==> src/rtl/adc_ltc2308_scan.sv <==
// LTC2308 scanning controller: walks an enabled-channel mask in one-shot or
// continuous passes, keeps track of the one-frame config pipeline of the
// ADC, optionally averages 2^AVG_LOG2 samples per channel and emits one
// result strobe (data + channel) per channel per pass.
module adc_ltc2308_scan #(
  parameter int SCK_HALF    = 2,
  parameter int T_CONV_CYC  = 64,
  parameter int CONVST_HIGH = 2,
  parameter int AVG_LOG2    = 0
) (
  input  logic        clock,
  input  logic        reset,
  input  logic        start,
  input  logic        stop,
  input  logic        continuous,
  input  logic [7:0]  ch_mask,
  input  logic        unipolar,
  output logic        ready,
  output logic        result_valid,
  output logic [11:0] result_data,
  output logic [2:0]  result_channel,
  output logic        CONVST,
  output logic        SCK,
  output logic        SDI,
  input  logic        SDO
);

  localparam int ACC_W = 12 + AVG_LOG2;
  localparam int REP_W = (AVG_LOG2 > 0) ? AVG_LOG2 : 1;
  localparam int CYC_W = $clog2(T_CONV_CYC + 1);
  localparam int HC_W  = (SCK_HALF > 1) ? $clog2(SCK_HALF) : 1;

  localparam logic [REP_W-1:0] REP_LAST      = REP_W'((1 << AVG_LOG2) - 1);
  localparam logic [CYC_W-1:0] CNV_HI_LAST   = CYC_W'(CONVST_HIGH - 1);
  localparam logic [CYC_W-1:0] CNV_WAIT_LAST = CYC_W'(T_CONV_CYC - 1);
  localparam logic [HC_W-1:0]  HALF_LAST     = HC_W'(SCK_HALF - 1);

  typedef enum logic [2:0] {
    IDLE,
    CNV_HI,
    CNV_WAIT,
    SHIFT,
    GAP
  } state_t;

  state_t state, state_next;

  // Frame timing and serial interface
  logic [CYC_W-1:0] cyc;
  logic [HC_W-1:0]  half_cnt;
  logic             sck_hi;
  logic [3:0]       bit_idx;
  logic [11:0]      shift_reg;
  logic             convst_q;

  // Scan context latched at start
  logic [7:0]       mask_l;
  logic             uni_l;
  logic             cont_l;
  logic             stop_l;

  // Channel/repeat being configured this frame and the one being read back
  logic [2:0]       cfg_ch;
  logic [REP_W-1:0] cfg_rep;
  logic [2:0]       data_ch;
  logic [REP_W-1:0] data_rep;
  logic             data_valid;

  logic signed [ACC_W-1:0] acc;
  logic signed [ACC_W-1:0] sample_ext;
  logic signed [ACC_W-1:0] acc_sum;
  logic signed [ACC_W-1:0] avg_val;

  logic       start_ok;
  logic       shift_done;
  logic       pass_end;
  logic [5:0] cfg_word;
  logic [2:0] sdi_sel;

  // Next enabled channel after c, wrapping; returns c when it is the only one
  function automatic logic [2:0] next_ch(input logic [7:0] m, input logic [2:0] c);
    logic [2:0] r;
    logic [2:0] idx;
    logic       found;
    r     = c;
    found = 1'b0;
    for (int i = 1; i <= 8; i++) begin
      idx = c + 3'(i);
      if (!found && m[idx]) begin
        r     = idx;
        found = 1'b1;
      end
    end
    return r;
  endfunction

  // Lowest enabled channel
  function automatic logic [2:0] first_ch(input logic [7:0] m);
    logic [2:0] r;
    r = 3'd0;
    for (int i = 7; i >= 0; i--) begin
      if (m[i]) r = 3'(i);
    end
    return r;
  endfunction

  // Highest enabled channel
  function automatic logic [2:0] last_ch(input logic [7:0] m);
    logic [2:0] r;
    r = 3'd0;
    for (int i = 0; i < 8; i++) begin
      if (m[i]) r = 3'(i);
    end
    return r;
  endfunction

  // Decode conditions used by both the FSM and the datapath
  always_comb begin
    start_ok   = start && (ch_mask != 8'd0);
    shift_done = sck_hi && (half_cnt == HALF_LAST) && (bit_idx == 4'd11);
    pass_end   = data_valid && (data_rep == REP_LAST) && (data_ch == last_ch(mask_l));
    sample_ext = uni_l ? ACC_W'(shift_reg) : ACC_W'($signed(shift_reg));
    acc_sum    = acc + sample_ext;
    avg_val    = uni_l ? (acc_sum >> AVG_LOG2) : (acc_sum >>> AVG_LOG2);
  end

  // FSM state register
  always_ff @(posedge clock) begin
    if (!reset) state <= IDLE;
    else        state <= state_next;
  end

  // FSM next-state logic
  always_comb begin
    state_next = state;
    case (state)
      IDLE:     if (start_ok) state_next = CNV_HI;
      CNV_HI:   if (cyc == CNV_HI_LAST) state_next = CNV_WAIT;
      CNV_WAIT: if (cyc == CNV_WAIT_LAST) state_next = SHIFT;
      SHIFT:    if (shift_done) state_next = GAP;
      GAP:      state_next = (pass_end && (stop_l || stop || !cont_l)) ? IDLE : CNV_HI;
      default:  state_next = IDLE;
    endcase
  end

  // Conversion timer, SCK generation and SDO capture on the SCK rising edge
  always_ff @(posedge clock) begin
    if (!reset) begin
      cyc       <= '0;
      half_cnt  <= '0;
      sck_hi    <= 1'b0;
      bit_idx   <= 4'd0;
      shift_reg <= 12'd0;
      convst_q  <= 1'b0;
    end else begin
      convst_q <= (state_next == CNV_HI);
      if (state == CNV_HI || state == CNV_WAIT) cyc <= cyc + 1'b1;
      else                                      cyc <= '0;
      if (state == SHIFT) begin
        if (half_cnt == HALF_LAST) begin
          half_cnt <= '0;
          sck_hi   <= !sck_hi;
          if (!sck_hi) shift_reg <= {shift_reg[10:0], SDO};
          else         bit_idx   <= bit_idx + 4'd1;
        end else begin
          half_cnt <= half_cnt + 1'b1;
        end
      end else begin
        half_cnt <= '0;
        sck_hi   <= 1'b0;
        bit_idx  <= 4'd0;
      end
    end
  end

  // Scan sequencing: start latch, stop latch, channel pipeline and averaging
  always_ff @(posedge clock) begin
    if (!reset) begin
      mask_l         <= 8'd0;
      uni_l          <= 1'b0;
      cont_l         <= 1'b0;
      stop_l         <= 1'b0;
      cfg_ch         <= 3'd0;
      cfg_rep        <= '0;
      data_ch        <= 3'd0;
      data_rep       <= '0;
      data_valid     <= 1'b0;
      acc            <= '0;
      result_valid   <= 1'b0;
      result_data    <= 12'd0;
      result_channel <= 3'd0;
    end else begin
      result_valid <= 1'b0;
      if (state == IDLE) begin
        if (start_ok) begin
          mask_l     <= ch_mask;
          uni_l      <= unipolar;
          cont_l     <= continuous;
          stop_l     <= 1'b0;
          cfg_ch     <= first_ch(ch_mask);
          cfg_rep    <= '0;
          data_valid <= 1'b0;
          acc        <= '0;
        end
      end else if (stop) begin
        stop_l <= 1'b1;
      end
      if (state == GAP) begin
        if (data_valid) begin
          if (data_rep == REP_LAST) begin
            result_valid   <= 1'b1;
            result_data    <= avg_val[11:0];
            result_channel <= data_ch;
            acc            <= '0;
          end else begin
            acc <= acc_sum;
          end
        end
        data_ch    <= cfg_ch;
        data_rep   <= cfg_rep;
        data_valid <= 1'b1;
        if (cfg_rep == REP_LAST) begin
          cfg_rep <= '0;
          cfg_ch  <= next_ch(mask_l, cfg_ch);
        end else begin
          cfg_rep <= cfg_rep + 1'b1;
        end
      end
    end
  end

  // Pin outputs; SDI walks the 6-bit config word MSB first, then zeros
  always_comb begin
    cfg_word = {1'b1, cfg_ch[0], cfg_ch[2], cfg_ch[1], uni_l, 1'b0};
    sdi_sel  = 3'd5 - bit_idx[2:0];
    SDI      = 1'b0;
    if (state == SHIFT && bit_idx < 4'd6) SDI = cfg_word[sdi_sel];
    ready  = (state == IDLE);
    CONVST = convst_q;
    SCK    = sck_hi;
  end

endmodule

==> config.mk <==
export PLATFORM = sky130hd
export DESIGN_NAME = adc_ltc2308_scan
export DESIGN_NICKNAME = d
export VERILOG_FILES = /design/src/rtl/adc_ltc2308_scan.sv
export SDC_FILE = /design/constraint.sdc
export NUM_CORES = 1
export LEC_CHECK = 0
export ABC_AREA = 1
export CAP_MARGIN = 20
export CORE_MARGIN = 5
export CORE_UTILIZATION = 50
export DETAILED_ROUTE_END_ITERATION = 10
export GPL_ROUTABILITY_DRIVEN = 0
export HOLD_SLACK_MARGIN = 0.1
export PLACE_DENSITY = 0.71
export SLEW_MARGIN = 25
export SYNTH_ARGS = -nofsm -noshare
export SYNTH_HDL_FRONTEND = slang
export SYNTH_SLANG_ARGS = --single-unit
==> constraint.sdc <==
create_clock -name clock -period 3.9 [get_ports clock]
set_input_delay 0.975 -clock clock [delete_from_list [all_inputs] [get_ports clock]]
set_output_delay 0.975 -clock clock [all_outputs]
set_load 0.005 [all_outputs]
# --- Yosys cells after proc, flatten, opt, wreduce, memory -nomap -nowiden ---
# Cells that the tools add are included.
word_totals:
  ramBits: 0
  reg_bits: 77
  memories: 0
  latch_bits: 0
  rom_bits: 0
  elab_cells: 194
classes:
  eq_ne: 12
  bitwise: 4
  addsub: 13
  n_mux: 93
  magnitude_cmp: 10
  shift: 0
  n_mul: 0
  div: 0
  n_reduce_logical: 42
op_table:
  columns: ["operator", "count"]
  rows:
  - ["$mux 3", 28]
  - ["$mux 12", 5]
  - ["$mux 1", 48]
  - ["$lt 3x4->1 const B", 9]
  - ["$bmux 1 s3", 9]
  - ["$pmux 3 s5", 1]
  - ["$logic_and 1x1->1", 14]
  - ["$reduce_and 2->1", 7]
  - ["$add 12x12->12", 1]
  - ["$add 3x3->3 const B", 4]
  - ["$logic_not 1->1", 9]
  - ["$ne 9x2->1 const B", 1]
  - ["$reduce_and 3->1", 3]
  - ["$reduce_bool 8->1", 1]
  - ["$add 7x1->7 const B", 1]
  - ["$eq 7x1->1 const B", 1]
  - ["$eq 7x6->1 const B", 1]
  - ["$add 3x2->3 const B", 2]
  - ["$eq 3x1->1 const B", 2]
  - ["$eq 3x2->1 const B", 2]
  - ["$reduce_bool 2->1", 3]
  - ["$add 4x1->4 const B", 1]
  - ["$eq 4x4->1 const B", 1]
  - ["$lt 4x3->1 const B", 1]
  - ["12 further kinds", 19]

# --- Logic depth before layout (Yosys ltp) ---
# Gate-level depths: netlist (run 1).
logic_depth:
  ltp_word: 48
  depth_mapped: 22
  ltp_nobuf: 21

# --- Least setup slack after synthesis (run 1) ---
# No wires, ideal clock.
synth_timing:
  kind: "input to register"
  start: "in ch_mask[1]"
  end: "reg acc[10]"
  setup_ps: 57
  required_time_ps: 3843
  path_slack_ps: 1475
  arrival_time_ps: 2368
  stages: 9
  n_path_buf: 2
  cell_sequence: "nor2_1 -> nand3_1 -> o311ai_0 -> nor2_1 -> inv_1 -> buf_2 -> buf_2 -> nand3_1 -> inv_1"
synth_between:
  elab_chain_len: 6
synth_rtl:
  columns: ["element", "line", "source"]
  rows:
  - ["from (decl)", "16", "input logic [7:0] ch_mask,"]
  - ["$reduce_bool 8->1 *", "119", "start_ok = start && (ch_mask != 8'd0);"]
  - ["$logic_and 1x1->1 *", "119", null]
  - ["$mux 12 *", "195", "if (start_ok) begin"]
  - ["$mux 12 *", "194", "if (state == IDLE) begin"]
  - ["$mux 12", "209", "if (data_valid) begin"]
  - ["$mux 12 *", "208", "if (state == GAP) begin"]
  - ["to (signal assigned)", "216", "acc <= acc_sum;"]
  - ["to (decl)", "69", "logic signed [ACC_W-1:0] acc;"]
# Mark *: on every way between the ends. The rest lies on a longest branch, timed or not.
# A chain may end at the register's enable or synchronous reset.

# --- Worst setup path after layout (run 1) ---
layout_timing:
  start: "in ch_mask[7]"
  end: "reg cont_l"
layout_between:
  elab_chain_len: 3
layout_rtl:
  columns: ["element", "line", "source"]
  rows:
  - ["$reduce_bool 8->1", "119", null]
  - ["$logic_and 1x1->1", "119", null]
  - ["$reduce_and 2->1 (no source line)", null, null]
  - ["to (signal assigned)", "198", "cont_l <= continuous;"]
  - ["to (decl)", "59", "logic cont_l;"]
# Every way passes these cells.

==> flow_summary.rst, run 1 <==
.. list-table::
   :header-rows: 1

   * - Metric
     - Value
   * - Congestion Overflow GR
     - 0
   * - Status
     - complete, no violations
   * - Number of enable-type register cells in the synthesized netlist
     - 0
   * - Endpoint required time on the critical path
     - 4.14 ns
   * - HP Start
     - result_data[5]
   * - DRT Pass-1 Iters
     - 7
   * - Standard-cell rows
     - 32
   * - Biggest area contributors in the synthesized netlist
     - sky130_fd_sc_hd__dfxtp_1 (39%), sky130_fd_sc_hd__nand2_1 (9.8%), sky130_fd_sc_hd__inv_1 (6.4%), sky130_fd_sc_hd__nand3_1 (6.2%), sky130_fd_sc_hd__o21ai_0 (5.7%)
   * - Setup fix buffers added after clock tree synthesis
     - 0
   * - Routed metal-1 wire length
     - 4300 um
   * - Ys flop type
     - sky130_fd_sc_hd__dfxtp_1
   * - Sequential fraction of the synthesis area
     - 0.388
   * - Crit. End Element
     - flop
   * - Unrepaired setup endpoints after global routing
     - no
   * - First-pass GRT wire length
     - 15300 um
   * - Reg2reg start
     - cfg_ch[0]
   * - DRC marker count from the first detailed-route iteration
     - 248
   * - H-Tree Depth
     - 3
   * - FFs w/ async S/R, synth
     - 0
   * - Final-report setup violation count
     - 0
   * - Worst-skew pair later-pin latency
     - 0.35 ns
   * - Layout cells sized above 1
     - 0.0734
   * - Post-CTS sizing
     - 0
   * - Number of filler instances in the final layout
     - 702
   * - Slew Limit Fails
     - 0
   * - Largest vdd supply drop
     - 0.000208 V
   * - Clock-pin slew on the worst setup and hold paths
     - 0.08 ns
   * - Post-Place Worst Slack
     - 0.492 ns
   * - Wire length per cell
     - 13.1 um
   * - Per-instance average area after synthesis
     - 7.10 um^2
   * - Cts-stage hold buffer count
     - 0
   * - Area of the core region
     - 0.00765 mm^2
   * - Slack of the worst reg-to-reg path
     - 0.98 ns
   * - Detailed placer's ending HPWL
     - 6660 um
   * - Die Y-Extent
     - 98.0 um
   * - Type of the worst min-delay path
     - flop to flop
   * - Area growth from synthesis to layout
     - 16.9%
   * - Area of combinational cells with multiple inputs
     - 0.00203 mm^2
   * - Post-Route WL
     - 9030 um
   * - Final period demand of the worst path
     - 3.04 ns
   * - Number of DRC violations after detailed routing
     - 0
   * - Maximum clock frequency
     - 329 MHz
   * - Worst setup path class
     - input pin to flop
   * - Cell type contributing the most total cell area after synthesis
     - sky130_fd_sc_hd__dfxtp_1
   * - Setup TNS
     - 0 ns
   * - Worst Clk Skew
     - 0.0104 ns
   * - Buffer type at the clock tree root
     - sky130_fd_sc_hd__clkbuf_8
   * - Maxcap violations
     - 0
   * - Synth cell types
     - 43
   * - Fraction of synthesized cell area taken by the top area cell type
     - 0.388
   * - Number of antenna violations at the first check in global routing
     - 0
   * - Cell area after technology mapping
     - 0.00387 mm^2
   * - Startpoint of the most critical setup path
     - ch_mask[7]
   * - Maximum number of pins on one net before global-route repair
     - 27
   * - Slew headroom
     - 0.435
   * - Top routing layer in use
     - met4
   * - Util after Layout
     - 0.591
   * - Least setup slack across all paths after layout
     - 0.863 ns
   * - Yosys warns
     - 0
   * - Fin. Hold Viols
     - 0
   * - CTS tree
     - done
   * - Hold slack final
     - 0.458 ns
   * - Inserted Clock Buffers
     - 9
   * - Number of port buffers
     - 34
   * - Largest fanout of any net on the critical path
     - 17
   * - Sinks on Clock Net
     - 75
   * - Most common cell in the netlist
     - sky130_fd_sc_hd__nand2_1
   * - Die ar.
     - 0.00959 mm^2
   * - Initial Util
     - 0.506
   * - Nets
     - 614
   * - Die Width
     - 98.0 um
   * - Net Count, Synth
     - 578
   * - Vias in the first global route
     - 3398
   * - Seq cells post-synth
     - 75
   * - Count of pins on the block boundary
     - 35
   * - Diodes inserted
     - 0
   * - Leakage power of the design
     - 2.05 nW
   * - Power density cells
     - 388 mW/mm^2
   * - Vias post-DR
     - 3592
   * - Seq. cell area
     - 0.00150 mm^2
   * - Type of origin of the critical path
     - input pin
   * - Count of nets left with antenna violations after detail routing
     - 0
   * - Met3 WL
     - 437 um
   * - Post-DR vias/cell
     - 5.22
   * - Critical Path AT
     - 3.27 ns
   * - Clock Path Buffers
     - 2
   * - Met2 WL post-DR
     - 4160 um
   * - Global-route total usage across every layer
     - 0.190
   * - Final period utilization
     - 0.779
   * - Tightest Pin Transition
     - 0.845 ns
   * - Cell types with the highest counts after synthesis
     - sky130_fd_sc_hd__nand2_1 (101), sky130_fd_sc_hd__dfxtp_1 (75), sky130_fd_sc_hd__inv_1 (66)
   * - Syn Inst Count
     - 545
## cell usage in the layout, fill, tap and decap left out, types with 2 or more instances in the layout
master                            netlist  final
sky130_fd_sc_hd__a22o_1                 4      4
sky130_fd_sc_hd__o21bai_1               2      2
sky130_fd_sc_hd__a21oi_1               41     41
sky130_fd_sc_hd__ha_1                  17     17
sky130_fd_sc_hd__nand4_1                3      3
sky130_fd_sc_hd__inv_2                  8      8
sky130_fd_sc_hd__dfxtp_1               75     75
sky130_fd_sc_hd__nor3_1                14     14
sky130_fd_sc_hd__nand2_1              101    101
sky130_fd_sc_hd__nand3_1               48     48
sky130_fd_sc_hd__inv_1                 66     66
sky130_fd_sc_hd__o211ai_1               2      2
sky130_fd_sc_hd__nor2_2                 4      4
sky130_fd_sc_hd__nor2_1                58     58
sky130_fd_sc_hd__a31oi_1                6      6
sky130_fd_sc_hd__buf_4                  0      3
sky130_fd_sc_hd__xor2_1                 8      8
sky130_fd_sc_hd__clkbuf_8               0     11
sky130_fd_sc_hd__o21ai_0               44     44
sky130_fd_sc_hd__o21ai_1                5      5
sky130_fd_sc_hd__clkdlybuf4s50_1        0     34
sky130_fd_sc_hd__xnor2_1                3      3
sky130_fd_sc_hd__nand2_2                4      4
## cell type report
class	count	area share
Multi-Input combinational cell	383	0.450
Clock inverter	5	0.0133
Clock buffer	11	0.0335
Inverter	75	0.0623
Timing Repair Buffer	37	0.0803
Sequential cell	75	0.332
Tap cell	102	0.0282
## worst paths after layout
kind	depth (start not counted)	endpoint
hold reg to reg	2	result_data[5]
hold / removal	2	result_data[5]
setup / recovery	9	cont_l
setup reg to reg	13	cfg_ch[0]
## sequential cells by signal, summed over array words and instances, names as in the netlist
name            cells
CONVST              1
SCK                 1
acc                12
bit_idx             4
cfg_ch              3
cont_l              1
cyc                 7
data_ch             3
data_valid          1
half_cnt            1
mask_l              8
result_channel      3
result_data        12
result_valid        1
sample_ext         12
state               3
stop_l              1
uni_l               1
## stage by stage
stage	total power [mW]	area [um^2]	std cells
finish	1.76	4520	688
global route	1.84	4520	688
CTS	1.76	4520	688
detailed placement	1.14	4310	672
global placement	1.13	4310	672
floorplan	1.06	3870	545
## cell families after synthesis
group,count (synthesis),synth area share
compound gates,112,0.162
xor+xnor,12,0.0291
fa+ha+maj,18,0.0602
buf+inv,87,0.0857
flops,75,0.388
simple gates,241,0.275
## routing by layer
layer  track usage  vias to the layer above
met1         0.258                     1616
met2         0.305                       82
met3        0.0429                       17
met4        0.0543                        0
met5             0                        -
li1              -                     1877
## worst max-delay path, stage by stage
cell,delay [ns]
sky130_fd_sc_hd__clkdlybuf4s50_1,0.50
sky130_fd_sc_hd__nor2_1,0.07
sky130_fd_sc_hd__inv_1,0.07
sky130_fd_sc_hd__o311ai_0,0.21
sky130_fd_sc_hd__nor2_1,0.71
sky130_fd_sc_hd__inv_1,0.26
sky130_fd_sc_hd__buf_4,0.27
sky130_fd_sc_hd__o21ai_0,0.17
sky130_fd_sc_hd__a21oi_1,0.05
## where the power goes
part | switching (mW) | internal [mW] | total, mW
combinational | 0.206 | 0.115 | 0.320
sequential | 0.0278 | 0.784 | 0.811
clock | 0.291 | 0.333 | 0.624
(Power assumes the default switching activity.)
==> inputs of run 2 (changes only) <==
--- a/config.mk
+++ b/config.mk
@@ -12,7 +12,7 @@
 export DETAILED_ROUTE_END_ITERATION = 10
 export GPL_ROUTABILITY_DRIVEN = 0
 export HOLD_SLACK_MARGIN = 0.1
-export PLACE_DENSITY = 0.71
+export PLACE_DENSITY = 0.74
 export SLEW_MARGIN = 25
 export SYNTH_ARGS = -nofsm -noshare
 export SYNTH_HDL_FRONTEND = slang
==> constraint.sdc (replaced) <==
create_clock -name clock -period 2.5 [get_ports clock]
set_input_delay 0.625 -clock clock [delete_from_list [all_inputs] [get_ports clock]]
set_output_delay 0.625 -clock clock [all_outputs]
set_load 0.005 [all_outputs]
==> flow_summary.rst, run 2 (synthesis gave the netlist of run 1 again) <==
.. list-table::
   :header-rows: 1

   * - Metric
     - Value
   * - Status
     - complete, no violations (unchanged)
   * - Global-route total usage across every layer
     - 0.193 (was 0.190)
   * - Detailed placer's ending HPWL
     - 6850 um (was 6660 um)
   * - Area of combinational cells with multiple inputs
     - 0.00209 mm^2 (was 0.00203 mm^2)
   * - Final-report setup violation count
     - 0 (unchanged)
   * - Nets
     - 626 (was 614)
   * - Vias post-DR
     - 3643 (was 3592)
   * - Worst setup path class
     - flop to flop (was input pin to flop)
   * - Top library cells by usage in the layout, fill and taps aside
     - sky130_fd_sc_hd__nand2_1 (98), sky130_fd_sc_hd__dfxtp_1 (71), sky130_fd_sc_hd__inv_1 (65) (was sky130_fd_sc_hd__nand2_1 (101), sky130_fd_sc_hd__dfxtp_1 (75), sky130_fd_sc_hd__inv_1 (66))
   * - Worst-skew pair later-pin latency
     - 0.34 ns (was 0.35 ns)
   * - Startpoint of the most critical setup path
     - cfg_ch[0] (was ch_mask[7])
   * - Crit. End Element
     - flop (unchanged)
   * - DRC marker count from the first detailed-route iteration
     - 239 (was 248)
   * - Count of pins on the block boundary
     - 35 (unchanged)
   * - Inserted Clock Buffers
     - 9 (unchanged)
   * - Post-Route WL
     - 9090 um (was 9030 um)
   * - First-pass GRT wire length
     - 15200 um (was 15300 um)
   * - Maximum clock frequency
     - 427 MHz
   * - Wire length per cell
     - 13.0 um (was 13.1 um)
   * - Type of origin of the critical path
     - flop (was input pin)
   * - Area of the core region
     - 0.00765 mm^2 (unchanged)
   * - Type of the worst min-delay path
     - flop to flop (unchanged)
   * - Maxcap violations
     - 0 (unchanged)
   * - Count of nets left with antenna violations after detail routing
     - 0 (unchanged)
   * - Initial Util
     - 0.506 (unchanged)
   * - Final period utilization
     - 0.936
   * - Slew headroom
     - 0.640 (was 0.435)
   * - Sinks on Clock Net
     - 75 (unchanged)
   * - Least setup slack across all paths after layout
     - 0.160 ns (was 0.863 ns)
   * - Area growth from synthesis to layout
     - 20.5% (was 16.9%)
   * - GR Layer Usage met3
     - 0.0379 (was 0.0429)
   * - Number of port buffers
     - 34 (unchanged)
   * - Logic depth of the worst register-to-register path
     - 15 (was 13)
   * - Endpoint required time on the critical path
     - 2.72 ns (was 4.14 ns)
   * - Diodes inserted
     - 0 (unchanged)
   * - Util after Layout
     - 0.610 (was 0.591)
   * - Leakage power of the design
     - 2.12 nW (was 2.05 nW)
   * - Final period demand of the worst path
     - 2.34 ns
   * - Total stage count of the critical path
     - 15 (was 9)
   * - Slowest CP cell
     - sky130_fd_sc_hd__dfxtp_2 (was sky130_fd_sc_hd__nor2_1)
   * - Worst R2R End
     - cfg_ch[0] (unchanged)
   * - CP Buf/Inv Count
     - 2 (was 4)
   * - Routing layer with the top usage in global route
     - met2 (unchanged)
   * - Congestion Overflow GR
     - 0 (unchanged)
   * - Die Y-Extent
     - 98.0 um (unchanged)
   * - Cell repeated most along the worst path
     - sky130_fd_sc_hd__nand2_2
   * - Power density cells
     - 590 mW/mm^2 (was 388 mW/mm^2)
   * - Standard-cell rows
     - 32 (unchanged)
   * - Post-Place Worst Slack
     - -0.107 ns (was 0.492 ns)
   * - Worst Clk Skew
     - 0.0112 ns (was 0.0104 ns)
   * - Worst hold path stage count
     - 2 (unchanged)
   * - Number of DRC violations after detailed routing
     - 0 (unchanged)
   * - Layout cells sized above 1
     - 0.114 (was 0.0734)
   * - H-Tree Depth
     - 3 (unchanged)
   * - Slew Limit Fails
     - 0 (unchanged)
   * - DRT Pass-1 Iters
     - 4 (was 7)
   * - Clock Path Buffers
     - 2 (unchanged)
   * - Leading cell type in the layout, fill and taps excluded
     - sky130_fd_sc_hd__nand2_1 (unchanged)
   * - Slack of the worst reg-to-reg path
     - 0.16 ns (was 0.98 ns)
   * - Fin. Hold Viols
     - 0 (unchanged)
   * - Crit path capture
     - cfg_ch[0] (was cont_l)
   * - Seq. cell area
     - 0.00151 mm^2 (was 0.00150 mm^2)
   * - Clock-pin slew on the worst setup and hold paths
     - 0.08 ns (about the same)
   * - Dpl cell area
     - 0.00439 mm^2 (was 0.00431 mm^2)
   * - Largest fanout of any net on the critical path
     - 12 (was 17)
   * - Reg2reg start
     - cfg_ch[0] (unchanged)
   * - Cell-by-cell listing of the critical path
     - buf_4, ha_1, xor2_2, nand2_1, nand2_2, nand2_2, nor2_4, nand2_2, inv_2, nand3_2, nand3b_4, o211ai_4, nor2_2, o21ai_1, nor2_1 (was clkdlybuf4s50_1, nor2_1, inv_1, o311ai_0, nor2_1, inv_1, buf_4, o21ai_0, a21oi_1)
   * - Global routing met2 resource utilization
     - 0.299 (was 0.305)
   * - Maximum number of pins on one net before global-route repair
     - 33 (was 27)
   * - Vias in the first global route
     - 3425 (was 3398)
   * - Number of antenna violations at the first check in global routing
     - 0 (unchanged)
   * - Delay-heaviest family, CP
     - simple AND/OR/NAND/NOR gates (was buffers and inverters)
   * - Largest vdd supply drop
     - 0.000340 V (was 0.000208 V)
   * - Post-DR vias/cell
     - 5.20 (was 5.22)
   * - Die Width
     - 98.0 um (unchanged)
   * - Cell area after layout
     - 0.00466 mm^2 (was 0.00452 mm^2)
   * - Global Route met1 Usage
     - 0.256 (was 0.258)
   * - Die ar.
     - 0.00959 mm^2 (unchanged)
   * - Number of filler instances in the final layout
     - 677 (was 702)
   * - Largest stage delay, worst path
     - 0.33 ns (was 0.71 ns)
   * - Critical Path AT
     - 2.56 ns (was 3.27 ns)
   * - Cts-stage hold buffer count
     - 0 (unchanged)
   * - CTS tree
     - done (unchanged)
   * - Buffer type at the clock tree root
     - sky130_fd_sc_hd__clkbuf_8 (unchanged)
   * - Total chip power
     - 2.75 mW (was 1.76 mW)
   * - Tightest Pin Transition
     - 0.537 ns (was 0.845 ns)
run 2: cell count changes in the layout (fill, tap and decap cells not counted), moves of 2 or more:
cell and delta:
sky130_fd_sc_hd__buf_4 +12, sky130_fd_sc_hd__dfxtp_1 -4, sky130_fd_sc_hd__dfxtp_2 +4, sky130_fd_sc_hd__nand2_1 -3
sky130_fd_sc_hd__nand2_2 +3, sky130_fd_sc_hd__ha_1 -2, sky130_fd_sc_hd__ha_4 +2
run 2: repair_timing:
item / CTS / global route
endpoints found under the hold margin: 0 / 0
gates resized for setup: 2 / 17
gates cloned: 0 / 0
endpoints found under the setup margin: 1 / 6
pin swaps: 0 / 7
buffers inserted: 0 / 1
run 2: metal layers:
metal  vias to the layer above  routed length (um)
li1                       1888                   -
met1                      1632                4310
met2                        99                4020
met3                        24                 493
met4                         0                 268
met5                         -                   0
run 2: how the worst min path moves through the flow:
stage / from / endpoint / slack, ns
finish: result_data[5] / result_data[5] / 0.46
global route: acc[3] / acc[3] / 0.48
CTS: result_data[5] / result_data[5] / 0.46
detailed placement: result_data[5] / result_data[5] / 0.44
global placement: result_data[5] / result_data[5] / 0.44
floorplan: half_cnt / half_cnt / 0.43
run 2: stage by stage:
| step | instances | setup TNS [ns] | hold WS [ns] |
|---|---|---|---|
| after global routing | 700 | -0.00675 | 0.480 |
| final | 700 | 0 | 0.458 |
| after global placement | 683 | 0 | 0.438 |
| after CTS | 699 | 0 | 0.459 |
| after detailed placement | 683 | -0.465 | 0.445 |
| after floorplan | 545 | 0 | 0.426 |
run 2: area by class of cell:
| class | count | area share |
|---|---|---|
| well taps | 102 | 0.0274 |
| clock inverters | 5 | 0.0129 |
| repair buffers | 49 | 0.0969 |
| multi-input cells | 383 | 0.449 |
| flip-flops and latches | 75 | 0.323 |
| inverters | 75 | 0.0604 |
| clock buffers | 11 | 0.0303 |
run 2: tightest hold or removal path, cell delays in order, from the launching register on:
cell and delay, ns:
sky130_fd_sc_hd__dfxtp_1 0.32, sky130_fd_sc_hd__nand2_1 0.06, sky130_fd_sc_hd__nand2_1 0.05
run 2: power breakdown:
group / total (mW) / internal, mW / switching [mW]
registers: 1.25 / 1.22 / 0.0291
clock network: 0.945 / 0.493 / 0.452
logic: 0.556 / 0.202 / 0.354
total: 2.75 / 1.92 / 0.835
==> RTL change, RTL diff (config.mk and constraints of run 2) <==
Re-encode `state_t` (5 states) as one-hot, 5 bits wide.
--- a/src/rtl/adc_ltc2308_scan.sv
+++ b/src/rtl/adc_ltc2308_scan.sv
@@ -35,12 +35,12 @@
   localparam logic [CYC_W-1:0] CNV_WAIT_LAST = CYC_W'(T_CONV_CYC - 1);
   localparam logic [HC_W-1:0]  HALF_LAST     = HC_W'(SCK_HALF - 1);
 
-  typedef enum logic [2:0] {
-    IDLE,
-    CNV_HI,
-    CNV_WAIT,
-    SHIFT,
-    GAP
+  typedef enum logic [4:0] {
+    IDLE     = 5'b00001,
+    CNV_HI   = 5'b00010,
+    CNV_WAIT = 5'b00100,
+    SHIFT    = 5'b01000,
+    GAP      = 5'b10000
   } state_t;
 
   state_t state, state_next;
Check against the original RTL: same outputs for any inputs over 10 cycles, from zero or initial values and one cycle with reset low; not proved beyond that.
==> RTL change against run 2 <==
Cell count grew 7.4%. Combinational power grew 34%. Cell area grew 5.8%. Synthesized area grew 10%. Highest routed layer unchanged. Routed wire length grew 6.3%. Sequential cell count grew 2. Global-route usage grew 0.66 points. Register-to-register slack gained 0.15 ns. Synthesized cell count grew 10%. Worst setup slack gained 0.0022 ns. Hold slack is essentially flat. Total power grew 5.7%. Sequential share of layout area shrank 1.1 points.
==> RTL change: results (changes against run 2) <==
Least-Margin Pin Slew=0.576 ns (+0.0390 ns); first-pass GRT wire length=16.7 mm (+10%); worst IR drop on VDD=0.349 mV (+2.7%); met3 usage=3.75% (-0.031 points); crit-path max FO=3 (-9); critical path arrival=1.71 ns (-0.85 ns); met1 Use GR=24.8% (-0.83 points); detailed placement HPWL=7.45 mm (+8.8%); vias in the first global route=3776 (+10%); sequential-to-total area share from yosys stat=36.2% (-2.6 points); Tot GR Track Use=19.9% (+0.66 points); pin count of the biggest net entering global routing=23 (-30%); first-pass detailed-route iteration total=5 (+1); # fillers=763 (+13%); Mapped Nets=634 (+9.7%); Vias per Instance=5.19 (-0.22%); status=completed; final net count=676 (+8.0%); Switching Power=956 µW (+15%); leak pwr=2.28 nW (+7.5%); clock root cell=clkbuf_8; placed cell area=4740 µm² (+8.0%); initial detailed-routing violation count=184 (-23%); GR Util met2=34.2% (+4.3 points); top cells by area, synth=dfxtp_1, nand2_1, nor2_1; Commonest cells post-synth=nand2_1, nor2_1, inv_1; count of cell types in the netlist=49 (+14%); share of layout cells above drive strength 1=10.5% (-0.86 points)
==> RTL change: changes by cell type after synthesis, sizes merged, moves of 4 or more <==
cell / before / now
nor4: 1 / 5
inv: 74 / 91
a31oi: 6 / 1
buf: 5 / 10
xor2: 9 / 13
nor2: 63 / 89
a22o: 4 / 0
nand3: 49 / 54
==> RTL change: metal layers <==
| metal | part of all wire, % | routed length [µm] |
|---|---|---|
| met5 | 0 | 0 |
| met4 | 1.5 | 144 |
| met3 | 3.7 | 361 |
| met2 | 49 | 4780 |
| met1 | 45 | 4380 |
==> RTL change: power groups by stage <==
| stage | logic (mW) | clock network (mW) | registers, mW |
|---|---|---|---|
| 2_1_floorplan | 0.572 | 0 | 1.32 |
| 3_3_place_gp | 0.715 | 0 | 1.34 |
| 3_5_place_dp | 0.733 | 0 | 1.34 |
| 4_1_cts | 0.734 | 0.875 | 1.31 |
| 5_1_grt | 0.841 | 0.932 | 1.32 |
| 6_report | 0.745 | 0.852 | 1.31 |
==> RTL change: cells by family (layout without fill, tap and decap cells) <==
family	count (synthesis)	count (layout)	synth area share [%]
simple gates	272	272	29.7
compound gates	110	110	14.8
buf+inv	109	155	10.4
flops	77	77	36.2
fa+ha+maj	18	18	5.47
xor+xnor	15	15	3.44
==> RTL change: path summary, 6_finish.rpt <==
check	startpoint	slack (ns)	cells after the start	endpoint
hold reg to reg	cont_l	0.46	2	cont_l
hold / removal	cont_l	0.46	2	cont_l
setup / recovery	state[2]	0.16	4	ready
setup reg to reg	cfg_ch[0]	0.31	18	cfg_ch[2]
==> RTL change: layout make-up <==
class	count	area (µm²)	share of cell area, %
Clock buffer	12	155	3.14
Clock inverter	3	21.3	0.431
Inverter	91	344	6.97
Multi-Input combinational cell	415	2290	46.4
Sequential cell	77	1540	31.2
Tap cell	105	131	2.66
Timing Repair Buffer	49	452	9.16
==> RTL change: what timing repair did <==
item | CTS | global route
pin swaps | 0 | 0
hold endpoints to repair | 0 | 0
setup endpoints to repair | 1 | 3
resized for setup | 2 | 3
==> RTL change: metrics by stage <==
| step | std cells | setup slack, ns | hold WS [ns] |
|---|---|---|---|
| after floorplan | 601 | 0.293 | 0.426 |
| after global placement | 737 | 0.0608 | 0.437 |
| after detailed placement | 737 | 0.00218 | 0.447 |
| after CTS | 752 | 0.0195 | 0.457 |
| after global routing | 752 | 0.0280 | 0.491 |
| final | 752 | 0.162 | 0.458 |
==> RTL change: worst max-delay path: stages, from the launching register on <==
cell	delay [ns]
dfxtp_1	0.34
nor2_1	0.14
inv_1	0.11
nor4_4	0.22
clkdlybuf4s50_1	0.57
